**config.mk**
```make
export PLATFORM = sky130hd
export DESIGN_NAME = cpu_control_unit
export DESIGN_NICKNAME = d
export VERILOG_FILES = /design/src/rtl/cpu_pkg.sv /design/src/rtl/cpu_cu_decode.sv /design/src/rtl/cpu_control_unit.sv
export SDC_FILE = /design/constraint.sdc
export NUM_CORES = 1
export LEC_CHECK = 0
export CORE_AREA = 2 2 39 41
export DETAILED_ROUTE_END_ITERATION = 6
export DIE_AREA = 0 0 41 43
export DONT_BUFFER_PORTS = 1
export PLACE_DENSITY = 0.7
export SYNTH_ARGS = -nofsm -noshare
export SYNTH_HDL_FRONTEND = slang
export SYNTH_HIERARCHICAL = 1
export SYNTH_SLANG_ARGS = --single-unit
```
**constraint.sdc**
```tcl
create_clock -name clk -period 1.2 [get_ports clk]
set_clock_uncertainty 0.05 [all_clocks]
set_input_delay 0.06 -clock clk [delete_from_list [all_inputs] [get_ports clk]]
set_output_delay 0.06 -clock clk [all_outputs]
set_load 0.02 [all_outputs]
```
**src/rtl/cpu_pkg.sv**
```systemverilog
// cpu_pkg -- shared types and constants for the CPU control unit.
//   state_t      : FSM state encoding (ILLEGAL only when CU_ILLEGAL_TRAP_EN is defined)
//   OP_*         : opcode constants for ir[15:12]
//   *_HI / *_LO  : instruction field bit positions
package cpu_pkg;

  localparam int OPC_HI  = 15;
  localparam int OPC_LO  = 12;
  localparam int WADR_HI = 11;
  localparam int WADR_LO = 8;
  localparam int RADR_HI = 7;
  localparam int RADR_LO = 4;
  localparam int SADR_HI = 3;
  localparam int SADR_LO = 0;

  localparam logic [3:0] OP_NOP = 4'h0;
  localparam logic [3:0] OP_LD  = 4'h8;
  localparam logic [3:0] OP_ST  = 4'h9;
  localparam logic [3:0] OP_JMP = 4'hA;
  localparam logic [3:0] OP_BRZ = 4'hB;
  localparam logic [3:0] OP_BRC = 4'hC;
  localparam logic [3:0] OP_BRN = 4'hD;
  localparam logic [3:0] OP_ILL = 4'hE;
  localparam logic [3:0] OP_HLT = 4'hF;

  typedef enum logic [3:0] {
    RST, FETCH, DECODE, EXECUTE, MEM_RD, WBACK, MEM_WR, HALT
`ifdef CU_ILLEGAL_TRAP_EN
    , ILLEGAL
`endif
  } state_t;

endpackage

```
**src/rtl/cpu_cu_decode.sv**
```systemverilog
// cpu_cu_decode -- combinational opcode classifier.
//   i_ir      : instruction register contents
//   o_is_*    : one-hot-ish class of ir[15:12]; NOP matches no class
module cpu_cu_decode
  import cpu_pkg::*;
(
  input  logic [15:0] i_ir,
  output logic        o_is_alu,
  output logic        o_is_ld,
  output logic        o_is_st,
  output logic        o_is_jmp,
  output logic        o_is_br,
  output logic        o_is_halt,
  output logic        o_is_ill
);

  logic [3:0] w_opc;
  assign w_opc = i_ir[OPC_HI:OPC_LO];

  assign o_is_alu  = (w_opc != OP_NOP) && (w_opc < OP_LD);
  assign o_is_ld   = (w_opc == OP_LD);
  assign o_is_st   = (w_opc == OP_ST);
  assign o_is_jmp  = (w_opc == OP_JMP);
  assign o_is_br   = (w_opc == OP_BRZ) || (w_opc == OP_BRC) || (w_opc == OP_BRN);
  assign o_is_halt = (w_opc == OP_HLT);
  assign o_is_ill  = (w_opc == OP_ILL);

endmodule

```
**src/rtl/cpu_control_unit.sv**
```systemverilog
// cpu_control_unit -- multi-cycle Moore FSM sequencing fetch/decode/execute.
//   clk, reset (async, active-low)
//   ir, c, n, z                        : instruction and flags from the execution unit
//   adr_sel, ir_ld, pc_inc, pc_ld,
//   reg_w_en, s_sel, mem_w_en          : registered datapath strobes
//   w_adr, r_adr, s_adr, alu_op        : instruction fields passed through
//   halted, illegal                    : sticky status, cleared only by reset
// Optional feature: define CU_ILLEGAL_TRAP_EN to trap opcode E in an ILLEGAL
// state; otherwise opcode E runs as a NOP and illegal is tied low.
module cpu_control_unit
  import cpu_pkg::*;
#(
  parameter int OPC_W  = 4,
  parameter int RADR_W = 4
) (
  input  logic              clk,
  input  logic              reset,
  input  logic [15:0]       ir,
  input  logic              c,
  input  logic              n,
  input  logic              z,
  output logic              adr_sel,
  output logic              ir_ld,
  output logic              pc_inc,
  output logic              pc_ld,
  output logic              reg_w_en,
  output logic              s_sel,
  output logic              mem_w_en,
  output logic [RADR_W-1:0] w_adr,
  output logic [RADR_W-1:0] r_adr,
  output logic [RADR_W-1:0] s_adr,
  output logic [OPC_W-1:0]  alu_op,
  output logic              halted,
  output logic              illegal
);

  state_t r_state;
  logic   r_adr_sel, r_ir_ld, r_pc_inc, r_pc_ld, r_reg_w_en, r_s_sel, r_mem_w_en;
  logic   r_halted;
  logic   w_is_alu, w_is_ld, w_is_st, w_is_jmp, w_is_br, w_is_halt, w_is_ill;
  logic   w_br_take;

  cpu_cu_decode u_dec (
    .i_ir      (ir),
    .o_is_alu  (w_is_alu),
    .o_is_ld   (w_is_ld),
    .o_is_st   (w_is_st),
    .o_is_jmp  (w_is_jmp),
    .o_is_br   (w_is_br),
    .o_is_halt (w_is_halt),
    .o_is_ill  (w_is_ill)
  );

  assign alu_op = ir[OPC_HI:OPC_LO];
  assign w_adr  = ir[WADR_HI:WADR_LO];
  assign r_adr  = ir[RADR_HI:RADR_LO];
  assign s_adr  = ir[SADR_HI:SADR_LO];

  // Flags come from a register that only updates on an ALU execute, so they
  // are stable from DECODE through EXECUTE; capturing them on the edge into
  // EXECUTE gives the same value as EXECUTE sees and keeps pc_ld registered.
  assign w_br_take = ((alu_op == OP_BRZ) && z) ||
                     ((alu_op == OP_BRC) && c) ||
                     ((alu_op == OP_BRN) && n);

`ifdef CU_ILLEGAL_TRAP_EN
  logic r_illegal;
  assign illegal = r_illegal;
`else
  assign illegal = 1'b0;
`endif

  // Strobes are registered: each branch loads the values for the state it
  // enters, so outputs are a pure function of the registered state and the
  // async reset clears them without waiting for an edge.
  always_ff @(posedge clk or negedge reset) begin
    if (!reset) begin
      r_state    <= RST;
      r_adr_sel  <= 1'b0;
      r_ir_ld    <= 1'b0;
      r_pc_inc   <= 1'b0;
      r_pc_ld    <= 1'b0;
      r_reg_w_en <= 1'b0;
      r_s_sel    <= 1'b0;
      r_mem_w_en <= 1'b0;
      r_halted   <= 1'b0;
`ifdef CU_ILLEGAL_TRAP_EN
      r_illegal  <= 1'b0;
`endif
    end else begin
      r_adr_sel  <= 1'b0;
      r_ir_ld    <= 1'b0;
      r_pc_inc   <= 1'b0;
      r_pc_ld    <= 1'b0;
      r_reg_w_en <= 1'b0;
      r_s_sel    <= 1'b0;
      r_mem_w_en <= 1'b0;
      case (r_state)
        RST, EXECUTE, WBACK, MEM_WR: begin
          r_state   <= FETCH;
          r_adr_sel <= 1'b1;
          r_ir_ld   <= 1'b1;
          r_pc_inc  <= 1'b1;
        end
        FETCH: r_state <= DECODE;
        DECODE: begin
          if (w_is_ld) begin
            r_state <= MEM_RD;
          end else if (w_is_st) begin
            r_state    <= MEM_WR;
            r_mem_w_en <= 1'b1;
          end else if (w_is_halt) begin
            r_state  <= HALT;
            r_halted <= 1'b1;
          end else if (w_is_ill) begin
`ifdef CU_ILLEGAL_TRAP_EN
            r_state   <= ILLEGAL;
            r_illegal <= 1'b1;
`else
            r_state <= EXECUTE;  // untrapped: behaves as NOP
`endif
          end else begin
            r_state    <= EXECUTE;
            r_reg_w_en <= w_is_alu;
            r_pc_ld    <= w_is_jmp || (w_is_br && w_br_take);
          end
        end
        MEM_RD: begin
          r_state    <= WBACK;
          r_reg_w_en <= 1'b1;
          r_s_sel    <= 1'b1;
        end
        HALT: r_state <= HALT;
`ifdef CU_ILLEGAL_TRAP_EN
        ILLEGAL: r_state <= ILLEGAL;
`endif
        default: r_state <= RST;
      endcase
    end
  end

  assign adr_sel  = r_adr_sel;
  assign ir_ld    = r_ir_ld;
  assign pc_inc   = r_pc_inc;
  assign pc_ld    = r_pc_ld;
  assign reg_w_en = r_reg_w_en;
  assign s_sel    = r_s_sel;
  assign mem_w_en = r_mem_w_en;
  assign halted   = r_halted;

endmodule

```
After elaboration in Yosys (flattened, before gate mapping) --
Index checks and enable logic that the tools add are counted.
Word-level totals: register bits 10
Cells by class: eq/ne operators 15, reduce and logical (&&, ||, !) cells 14, mux-type cells 19, order comparisons 1, bitwise logic cells 2
Operator list (count):
- $eq A4 B4 Y1 const B | 8
- $eq A4 B3 Y1 const B | 4
- $pmux W3 S5 | 1
- $mux W1 | 14
- $mux W3 | 3
- $eq A4 B2 Y1 const B | 2
- $logic_and A1 B1 Y1 | 5
- $logic_or A1 B1 Y1 | 5
- $eq A4 B1 Y1 const B | 1
- $logic_not A4 Y1 | 1
- $lt A4 B4 Y1 const B | 1
- $reduce_and A4 Y1 | 1
- $reduce_bool A4 Y1 | 1
- $reduce_or A4 Y1 | 1
- $not A1 Y1 | 2
- $pmux W1 S2 | 1

Depth between registers and ports, before layout --
Gate-level depths: netlist of run 1.
word-level depth 11, depth in mapped cells 5, depth with buffers taken out 5

By module --
The synthesis of run 1 kept the hierarchy.
By module, submodules not included:
- cpu_control_unit | area each 565.5 um2, times used 1, cells an instance 59
- cpu_cu_decode | area each 82.6 um2, times used 1, cells an instance 13

Worst setup path before layout of run 1 --
OpenSTA, ideal clock, no wires.
kind input-to-reg, start input port ir[14], end register r_halted (netlist: halted), cell stages on the path 4, library setup time 0.120 ns, path buffers 0, path slack 0.160 ns, arrival 0.870 ns, cells stage by stage nand2b_4 nor3_1 nor3_1 a31o_2
On the way: word-level cells in the longest chain between the ends 3, elaborated cells between the ends (all ways) 6
Ends and longest elaborated chain:
- from (decl) | RTL line cpu_control_unit.sv:18 | input logic [15:0] ir,
- $eq A4 B4 Y1 | RTL line cpu_cu_decode.sv:21 | assign o_is_ld = (w_opc == OP_LD);
- named net w_is_ld | RTL line cpu_control_unit.sv:40 | logic w_is_alu, w_is_ld, w_is_st, w_is_jmp, w_is_br, w_is_halt, w_is_ill;
- $not A1 Y1 (no source line)
- $reduce_and A4 Y1 (no source line)
- to (signal assigned) | RTL line cpu_control_unit.sv:86 | r_halted <= 1'b0;
- to (signal assigned) | RTL line cpu_control_unit.sv:114 | r_halted <= 1'b1;
- to (decl) | RTL line cpu_control_unit.sv:39 | logic r_halted;
The timed path passes the listed nets, and every way through them passes these cells. A chain may end at the register's enable or synchronous reset.

Worst setup path after layout of run 1 --
start input port ir[13], end register r_reg_w_en (netlist: reg_w_en)
On the way: elaborated cells between the ends (all ways) 12
RTL lines:
- $eq A4 B4 Y1 | RTL line cpu_cu_decode.sv:22 | assign o_is_st = (w_opc == OP_ST);
- named net w_is_st | RTL line cpu_control_unit.sv:40
- $mux W1 | RTL line cpu_control_unit.sv:109 | end else if (w_is_st) begin
- $mux W1 | RTL line cpu_control_unit.sv:107 | if (w_is_ld) begin
- $pmux W1 S2 | RTL line cpu_control_unit.sv:98 | case (r_state)
- to (signal assigned) | RTL line cpu_control_unit.sv:124 | r_reg_w_en <= w_is_alu;
- to (decl) | RTL line cpu_control_unit.sv:38 | logic r_adr_sel, r_ir_ld, r_pc_inc, r_pc_ld, r_reg_w_en, r_s_sel, r_mem_w_en;
The timed path passes the listed nets, and every way through them passes these cells.

==> results of run 1 <==
-- power breakdown --
part	internal, uW	leakage [uW]	switching [uW]	total [uW]
Sequential	404	0.000115	128	532
Clock	128	0.0000150	106	234
Combinational	213	0.000143	245	458
-- what timing repair did --
action                                 in CTS  in global routing
gates resized for setup                     0                  2
endpoints found under the hold margin      11                  0
hold buffers                                3                  0
buffers inserted                            0                  0
setup endpoints to repair                   0                  3
-- cell type report --
type,count,share of cell area [%]
Clock buffer,4,4.294
Multi-Input combinational cell,39,44.58
Timing Repair Buffer,6,8.589
Tap cell,16,3.272
Inverter,4,2.454
Sequential cell,9,36.81
-- metrics by stage --
stage,hold slack (ns),util (%),instances,instance area [sq um]
after floorplan,-0.2856,-,72,648.1
after global placement,-0.2854,39.24,71,543.0
after detailed placement,-0.2854,39.24,71,543.0
after CTS,0.03299,43.31,78,599.3
after global routing,0.06057,44.21,78,611.8
final,0.04339,44.21,78,611.8
-- worst paths after layout --
check | from | to | slack [ns] | cells after the start
hold reg to reg | r_state[2]$_DFF_PN0_ | r_state[0]$_DFF_PN0_ | 0.54 | 2
setup / recovery | ir[13] | reg_w_en$_DFF_PN0_ | 0.1 | 5
min in group asynchronous | reset | s_sel$_DFF_PN0_ | 0.10 | 1
hold / removal | ir[15] | mem_w_en$_DFF_PN0_ | 0.04 | 4
setup reg to reg | r_state[1]$_DFF_PN0_ | r_state[2]$_DFF_PN0_ | 0.13 | 3
max in group asynchronous | reset | halted$_DFFE_PN0P_ | 0.71 | 1
-- Yosys cell counts (2+ instances only) --
cell type | count | area [sq um]
nor2_1 | 4 | 15.01
nand2b_1 | 3 | 18.77
inv_1 | 4 | 15.01
dfrtp_1 | 9 | 225.2
a21oi_1 | 4 | 20.02
nand2_1 | 2 | 7.510
buf_4 | 19 | 142.6
nor3_1 | 4 | 20.02
nand2b_4 | 2 | 27.53
nor4_1 | 3 | 18.77
-- state kept, by name, indices dropped and copies added (netlist names) --
name,cells
s_sel,1
halted,1
r_state,3
pc_ld,1
pc_inc,1
mem_w_en,1
reg_w_en,1
-- critical path, delay by kind of cell --
kind            cells  cell delay (ns)
buf+inv             1             0.57
simple gates        3             0.44
compound gates      1             0.16
-- kinds of logic after synthesis --
family                    count (synthesis)
and+or+nand+nor                          25
AOI/OAI and AO/OA                        12
other                                     1
DFF                                       9
xor gates and xnor gates                  1
buffers and inverters                    24
-- layer usage --
layer | vias up | GRT usage, %
met5 | - | 0
met3 | 10 | 3.665
met4 | 0 | 20.00
met2 | 27 | 18.75
met1 | 190 | 16.77
li1 | 208 | -
==> flow_summary.yaml, run 1 <==
detailed_routing:
  routed_wl_mm: 1.054
  wl_met1_um: 433
  wl_per_cell_um: 13.51
  dr_wl_met3_um: 94
  drc: 0
  ant_nets: 0
  met2_length_um: 456
  dr.pass1.iters: 3
  viasPerCell: 5.577
  drt_iter0_drc: 7
  highest_layer: "met4"
  num_vias: 435
cells_and_area:
  multiInputGateArea_sq_um: 272.8
  layout_common_cells: "dfrtp_1 (9), nor2_1 (4), inv_1 (4), nor3_1 (4), a21oi_1 (4)"
  final_nets: 84
  num_antenna_cells: 0
  seqCellArea_sq_um: 225.2
  syn_to_final_growth_pct: -5.598
  fillers: 138
  drive_above_1_share_pct: 19.35
  final_common_cell: "dfrtp_1"
synthesis:
  synth_fa_ha_area_share_pct: 0
  synth_fp_nets: 93
  synth_edf_count: 0
  synth_top_family_by_area: "simple AND/OR/NAND/NOR gates"
  synth_flop_cell: "dfrtp_1"
  synth_xor_area_share_pct: 1.351
  synth_mux_area_share_pct: 0
  synthArstFlopShare_pct: 100.0
  synth_compound_area_share_pct: 12.55
  ys_seq_elements: 9
  synth_warnings: 6
  synth_cells: 72
  ys_types: 28
  syn_avg_cell_area_sq_um: 9.002
  synth_simple_gate_area_share_pct: 25.68
  syn-cell-area_sq_um: 648.1
  yosysSeqAreaShare_pct: 34.75
min_path:
  hold_path.class: "input port to register"
place:
  pre_cts_ws_ns: 0.09879
  numPortBuffers: 0
  hpwl_um: 828.5
  gp_congestion: 0.7531
die:
  die_w_um: 41
  dieHeight_um: 43
  rows: 14
  fp.dieArea_sq_um: 1763
  ios: 46
  design.core.area_sq_um: 1384
  start_util_pct: 46.84
clock_network:
  cts_tree: "done"
  clkTransAtPathRegs_ns: 0.06
  htree_levels: 1
  numCtsBuffers: 3
  cts_buffer_depth: 2
  clk_root_buffer_cell: "clkbuf_4"
  cts_sinks: 9
  worst_skew_pair.late_latency_ns: 0.26
timing:
  grt_setup_unrepaired: "false"
  finalHoldViolCount: 0
  timing.final.crit_period_ns: 1.104
  setup_viol: 0
  period_share_pct: 92.00
  timing.final.max_slew_violations: 0
  setup_ws_ns: 0.09596
  fmax_ghz: 0.9058
  tns_ns: 0
global_routing:
  grt_pass1_wl_mm: 1.642
  grt_pass1_vias: 386
  antenna_found_initial: 0
  gr-total-overflow: 0
  track_usage_pct: 14.97
  grt_max_degree: 11
job:
  cap_violations: 0
critical_path:
  cp.required_ns: 1.33
  cp-end-kind: "register"
  setup.worst_path.class: "input port to register"
  max_stage_delay_ns: 0.57
  arrival_ns: 1.24
  cp_max_fo: 10
  crit_path_start_kind: "input port"
  cp_slowest_cell: "dlygate4sd3_1"
  cp_cell_sequence: "dlygate4sd3_1 > nor3_4 > nor4_2 > nand4b_1 > a21oi_1"
power_and_ir_drop:
  ir_worst_vdd_mv: 0.5831
  finalPower_uw: 1224
  powerDensity_nw_per_um2: 2000
  leakagePower_uw: 0.0002730
status:
  status: "completed"
No activity file was read; power rests on OpenSTA's default activity.
==> inputs of run 2 (changes only) <==
Clock period 1.2 ns to 1.1 ns, I/O delays scaled along.
==> run 2 against run 1 <==
Net effect:
- first-iteration DRC count down 29%
- non-clock buffer count grew 1
- largest power group is now combinational logic
- via count is 0.92% higher
- total power rose by 17%
- flip-flop and latch count did not move
- the flow now finishes with violations (negative hold slack)
==> flow_summary.yaml, run 2 (synthesis gave the netlist of run 1 again) <==
timing:
  grt_setup_unrepaired: "true"
  finalHoldViolCount: 1
  setup_viol: 0
  fmax_ghz: 0.9620
  hold_ws_ns: -0.03957
  timing.final.max_slew_violations: 0
  setup_ws_ns: 0.06047
  period_share_pct: 94.50
  timing.final.crit_period_ns: 1.040
power_and_ir_drop:
  power_switching_uw: 562.2
  seqPwrFrac_pct: 40.6
  p_int_uw: 869.8
  clockPowerShare_pct: 17.3
  leakagePower_uw: 0.0002803
  swShare_pct: 39.26
  pwr-share-comb_pct: 42.1
  ir_worst_vdd_mv: 0.6641
  powerDensity_nw_per_um2: 2298
clock_network:
  htree_levels: 1
  cts_sinks: 9
  cts_buffer_depth: 2
  cts-hold-fix-buffers: 2
  clk_root_buffer_cell: "clkbuf_4"
  numCtsBuffers: 3
  worst_skew_pair.late_latency_ns: 0.25
  postCtsSetupRepairBufs: 0
  clkTransAtPathRegs_ns: 0.06
  cts_tree: "done"
detailed_routing:
  viasPerCell: 5.557
  routed_wl_mm: 1.149
  drc: 0
  num_vias: 439
  wl_per_cell_um: 14.54
  ant_nets: 0
  drt_iter0_drc: 5
  dr.pass1.iters: 4
place:
  gp_congestion: 0.7843
  hpwl_um: 860.1
  place_area_sq_um: 558.0
  pre_cts_ws_ns: 0.001746
  numPortBuffers: 0
global_routing:
  gr-total-overflow: 0
  antenna_found_initial: 0
  grt_pass1_vias: 456
  grt_pass1_wl_mm: 1.752
  grt_max_degree: 11
  track_usage_pct: 14.49
critical_path:
  cp-end-kind: "register"
  regToRegStartpoint: "r_state[0]$_DFF_PN0_"
  r2r_cells: 2
  cp_max_fo: 7
  setup.worst_path.class: "register to register"
  cp.required_ns: 1.24
  max_stage_delay_ns: 0.46
  ff2ff_setup_slack_ns: 0.06
  crit_path_start_kind: "register"
  cp_slowest_cell: "dfrtp_1"
  cp_cell_sequence: "nor4_2 > and3_1"
  arrival_ns: 1.18
  r2r_end: "pc_ld$_DFF_PN0_"
job:
  cap_violations: 0
die:
  rows: 14
  die_w_um: 41
  dieHeight_um: 43
  fp.dieArea_sq_um: 1763
  design.core.area_sq_um: 1384
  start_util_pct: 46.84
  ios: 46
cells_and_area:
  final_common_cell: "dfrtp_1"
  max_flop_register: "r_state"
  drive_above_1_share_pct: 25.40
  fin_area_sq_um: 623.1
  final_nets: 85
  layout_common_cells: "dfrtp_1 (9), buf_4 (5), nor2_1 (4), inv_1 (4), a21oi_1 (4)"
  num_antenna_cells: 0
  largest_register_ffs: 3
  syn_to_final_growth_pct: -3.861
min_path:
  min_delay_path_depth: 3
  hold_path.class: "input port to register"
  holdPathEnd: "mem_w_en$_DFF_PN0_"
  min-delay-start: "ir[13]"
status:
  status: "finished with violations"
  failed_checks: "negative hold slack"
==> run 2: changes by cell type in the layout (fill, tap and decap cells not counted) <==
cell,previous run,this run
buf_4,3,5
nor3_2,0,2
dlygate4sd3_1,3,2
nand2b_1,3,2
nand2b_4,2,3
nor3_1,4,3
nor3_4,1,0
==> run 2: worst max path at each step <==
stage	from	endpoint	slack [ns]
2_1_floorplan	r_state[2]$_DFF_PN0_	pc_ld$_DFF_PN0_	0.06
4_1_cts	r_state[2]$_DFF_PN0_	pc_ld$_DFF_PN0_	0.004
3_5_place_dp	ir[14]	reg_w_en$_DFF_PN0_	0.002
3_3_place_gp	ir[14]	reg_w_en$_DFF_PN0_	0.03
6_report	r_state[0]$_DFF_PN0_	pc_ld$_DFF_PN0_	0.06
5_1_grt	r_state[0]$_DFF_PN0_	r_state[0]$_DFF_PN0_	-0.02
==> run 2: worst max-delay path, delay by kind of cell, from the launching register on <==
family        cells  cell delay (ns)
flops             1             0.46
simple gates      2             0.47
==> run 2: power by group through the flow <==
stage / Combinational (uW) / Clock, uW / Sequential [uW]
after floorplan: 520 / 0 / 587
after global placement: 538 / 0 / 576
after detailed placement: 548 / 0 / 579
after CTS: 564 / 253 / 574
after global routing: 667 / 273 / 603
final: 603 / 247 / 581
==> run 2: metrics by stage <==
stage / total power, uW / util, % / instances / TNS, ns / hold WS, ns
after global routing: 1543 / 45.03 / 79 / -0.02079 / -0.02621
after global placement: 1113 / 40.33 / 73 / 0 / -0.2904
after floorplan: 1107 / - / 72 / 0 / -0.2906
after detailed placement: 1127 / 40.33 / 73 / 0 / -0.2904
final: 1432 / 45.03 / 79 / 0 / -0.03957
after CTS: 1391 / 43.67 / 79 / 0 / -0.04311
==> run 2: layout make-up <==
type	count	area (sq um)
clock buffer	4	26.28
inverter	4	15.01
tap	16	20.02
fill	147	760.7
multi-input combinational	39	279.0
timing repair buffer	7	57.56
sequential	9	225.2
==> run 2: layer usage <==
metal,routed length [um],global-route usage [%]
met5,0,0
met4,19,10.00
met3,84,2.618
met2,606,22.50
met1,438,16.83
==> run 2: timing repair <==
action                     4_1_cts  5_1_grt
resized for setup                0        3
hold endpoints to repair        11        1
setup endpoints to repair        0        5
==> inputs of run 3 (changes only) <==
Settings changed: CELL_PAD_IN_SITES_DETAIL_PLACEMENT from default to 1, CELL_PAD_IN_SITES_GLOBAL_PLACEMENT from default to 1, CORE_AREA 2 2 39 41 to default, CORE_MARGIN from default to 1.5, CORE_UTILIZATION from default to 43, CTS_BUF_LIST from default to sky130_fd_sc_hd__clkbuf_4, DIE_AREA 0 0 41 43 to default, GPL_ROUTABILITY_DRIVEN from default to 0, PLACE_DENSITY 0.7 to 0.84.
==> run 3 against run 2 <==
Net effect:
- the flow still finishes with violations (negative hold slack)
- critical path type unchanged
- hold slack improved by 0.0038 ns
- critical endpoint is now halted$_DFFE_PN0P_
- global-route usage down 0.99 points
- total power fell by 2.3%
- critical path depth did not move
==> flow_summary.yaml, run 3 (synthesis gave the netlist of run 1 again) <==
clock_network:
  htree_levels: 1
  cts_tree: "done"
  numCtsBuffers: 3
  clk_root_buffer_cell: "clkbuf_4"
  worst_skew_pair.late_latency_ns: 0.26
  cts-hold-fix-buffers: 2
  cts_buffer_depth: 2
  clkTransAtPathRegs_ns: 0.06
  postCtsSetupRepairBufs: 0
  cts_sinks: 9
critical_path:
  cp_slowest_cell: "dfrtp_1"
  cp_max_fo: 8
  setup.worst_path.class: "register to register"
  cp-end-kind: "register"
  cp.required_ns: 1.25
  cp_cell_sequence: "nor3_1 > a31o_2"
  max_stage_delay_ns: 0.47
  arrival_ns: 1.22
  crit_path_start_kind: "register"
power_and_ir_drop:
  leakagePower_uw: 0.0002702
  powerDensity_nw_per_um2: 2297
  p_int_uw: 866.1
  swShare_pct: 38.11
  clockPowerShare_pct: 19.0
  finalPower_uw: 1399
  seqPwrFrac_pct: 40.6
  ir_worst_vdd_mv: 1.304
  pwr-share-comb_pct: 40.4
  power_switching_uw: 533.3
timing:
  finalHoldViolCount: 1
  period_share_pct: 97.06
  setup_ws_ns: 0.03229
  setup_viol: 0
  fmax_ghz: 0.9366
  grt_setup_unrepaired: "true"
  hold_ws_ns: -0.03573
  timing.final.max_slew_violations: 0
  timing.final.crit_period_ns: 1.068
global_routing:
  grt_pass1_vias: 440
  gr-total-overflow: 0
  grt_pass1_wl_mm: 1.794
  antenna_found_initial: 0
  track_usage_pct: 13.50
  grt_max_degree: 11
die:
  dieHeight_um: 41.83
  start_util_pct: 48.01
  die_w_um: 41.83
  ios: 46
  fp.dieArea_sq_um: 1749
  design.core.area_sq_um: 1350
  rows: 13
detailed_routing:
  routed_wl_mm: 1.058
  drt_iter0_drc: 1
  ant_nets: 0
  wl_per_cell_um: 13.74
  dr.pass1.iters: 2
  num_vias: 422
  drc: 0
  viasPerCell: 5.481
cells_and_area:
  final_core_util_pct: 45.13
  max_flop_register: "r_state"
  largest_register_ffs: 3
  syn_to_final_growth_pct: -5.985
  final_common_cell: "dfrtp_1"
  final_nets: 84
  drive_above_1_share_pct: 27.42
  num_antenna_cells: 0
place:
  numPortBuffers: 0
  hpwl_um: 795.5
  pre_cts_ws_ns: 0.008295
min_path:
  hold_path.class: "input port to register"
status:
  status: "finished with violations"
  failed_checks: "negative hold slack"
job:
  cap_violations: 0
==> run 3: cell types whose count changed in the layout (fill, tap and decap cells not counted), sizes merged <==
cell	previous run	this run
buf	5	4
==> run 3: timing repair <==
action                                  CTS  global route
gates resized for setup                   1             3
gates cloned                              0             0
endpoints found under the setup margin    1             4
hold endpoints to repair                 11             1
==> run 3: per-stage QoR <==
| step | instances | cell area (sq um) | hold slack (ns) | TNS [ns] |
|---|---|---|---|---|
| 2_1_floorplan | 72 | 648.1 | -0.2906 | 0 |
| 3_3_place_gp | 71 | 549.3 | -0.2904 | 0 |
| 3_5_place_dp | 71 | 549.3 | -0.2904 | 0 |
| 4_1_cts | 77 | 600.6 | -0.04804 | 0 |
| 5_1_grt | 77 | 609.3 | -0.03902 | -0.07828 |
| 6_report | 77 | 609.3 | -0.03573 | 0 |
==> run 3: area by class of cell <==
type / count / area (sq um)
Fill cell: 161 / 740.7
Multi-Input combinational cell: 39 / 269.0
Sequential cell: 9 / 226.5
Timing Repair Buffer: 6 / 50.05
Clock buffer: 4 / 30.03
Tap cell: 15 / 18.77
Inverter: 4 / 15.01
==> run 3: worst paths after layout <==
kind	from	endpoint	slack [ns]	cells past startpoint
setup / recovery	r_state[0]$_DFF_PN0_	halted$_DFFE_PN0P_	0.03	2
hold / removal	ir[13]	mem_w_en$_DFF_PN0_	-0.04	3
setup reg to reg	r_state[0]$_DFF_PN0_	halted$_DFFE_PN0P_	0.03	2
hold reg to reg	halted$_DFFE_PN0P_	halted$_DFFE_PN0P_	0.42	1
max in group asynchronous	reset	r_state[1]$_DFF_PN0_	0.60	1
min in group asynchronous	reset	r_state[2]$_DFF_PN0_	0.11	1
==> run 3: worst max-delay path, delay by kind of cell, from the launching register on <==
family | cells | cell delay (ns)
AO/OA/AOI/OAI | 1 | 0.19
flip-flops | 1 | 0.47
AND/OR/NAND/NOR | 1 | 0.30
==> run 3: routing by layer <==
layer	wire, um	GRT usage, %	share of wire, %	vias to the layer above
met3	114	7.826	11	4
met4	8	7.097	0.76	0
met2	441	18.75	42	15
met1	494	16.22	47	197
li1	-	-	-	206
met5	0	0	0	-
==> run 3: power by group through the flow <==
stage / sequential (uW) / clock [uW] / combinational (uW)
6_report: 568 / 266 / 565
5_1_grt: 583 / 299 / 620
4_1_cts: 566 / 280 / 555
3_5_place_dp: 567 / 0 / 542
3_3_place_gp: 561 / 0 / 535
2_1_floorplan: 587 / 0 / 520
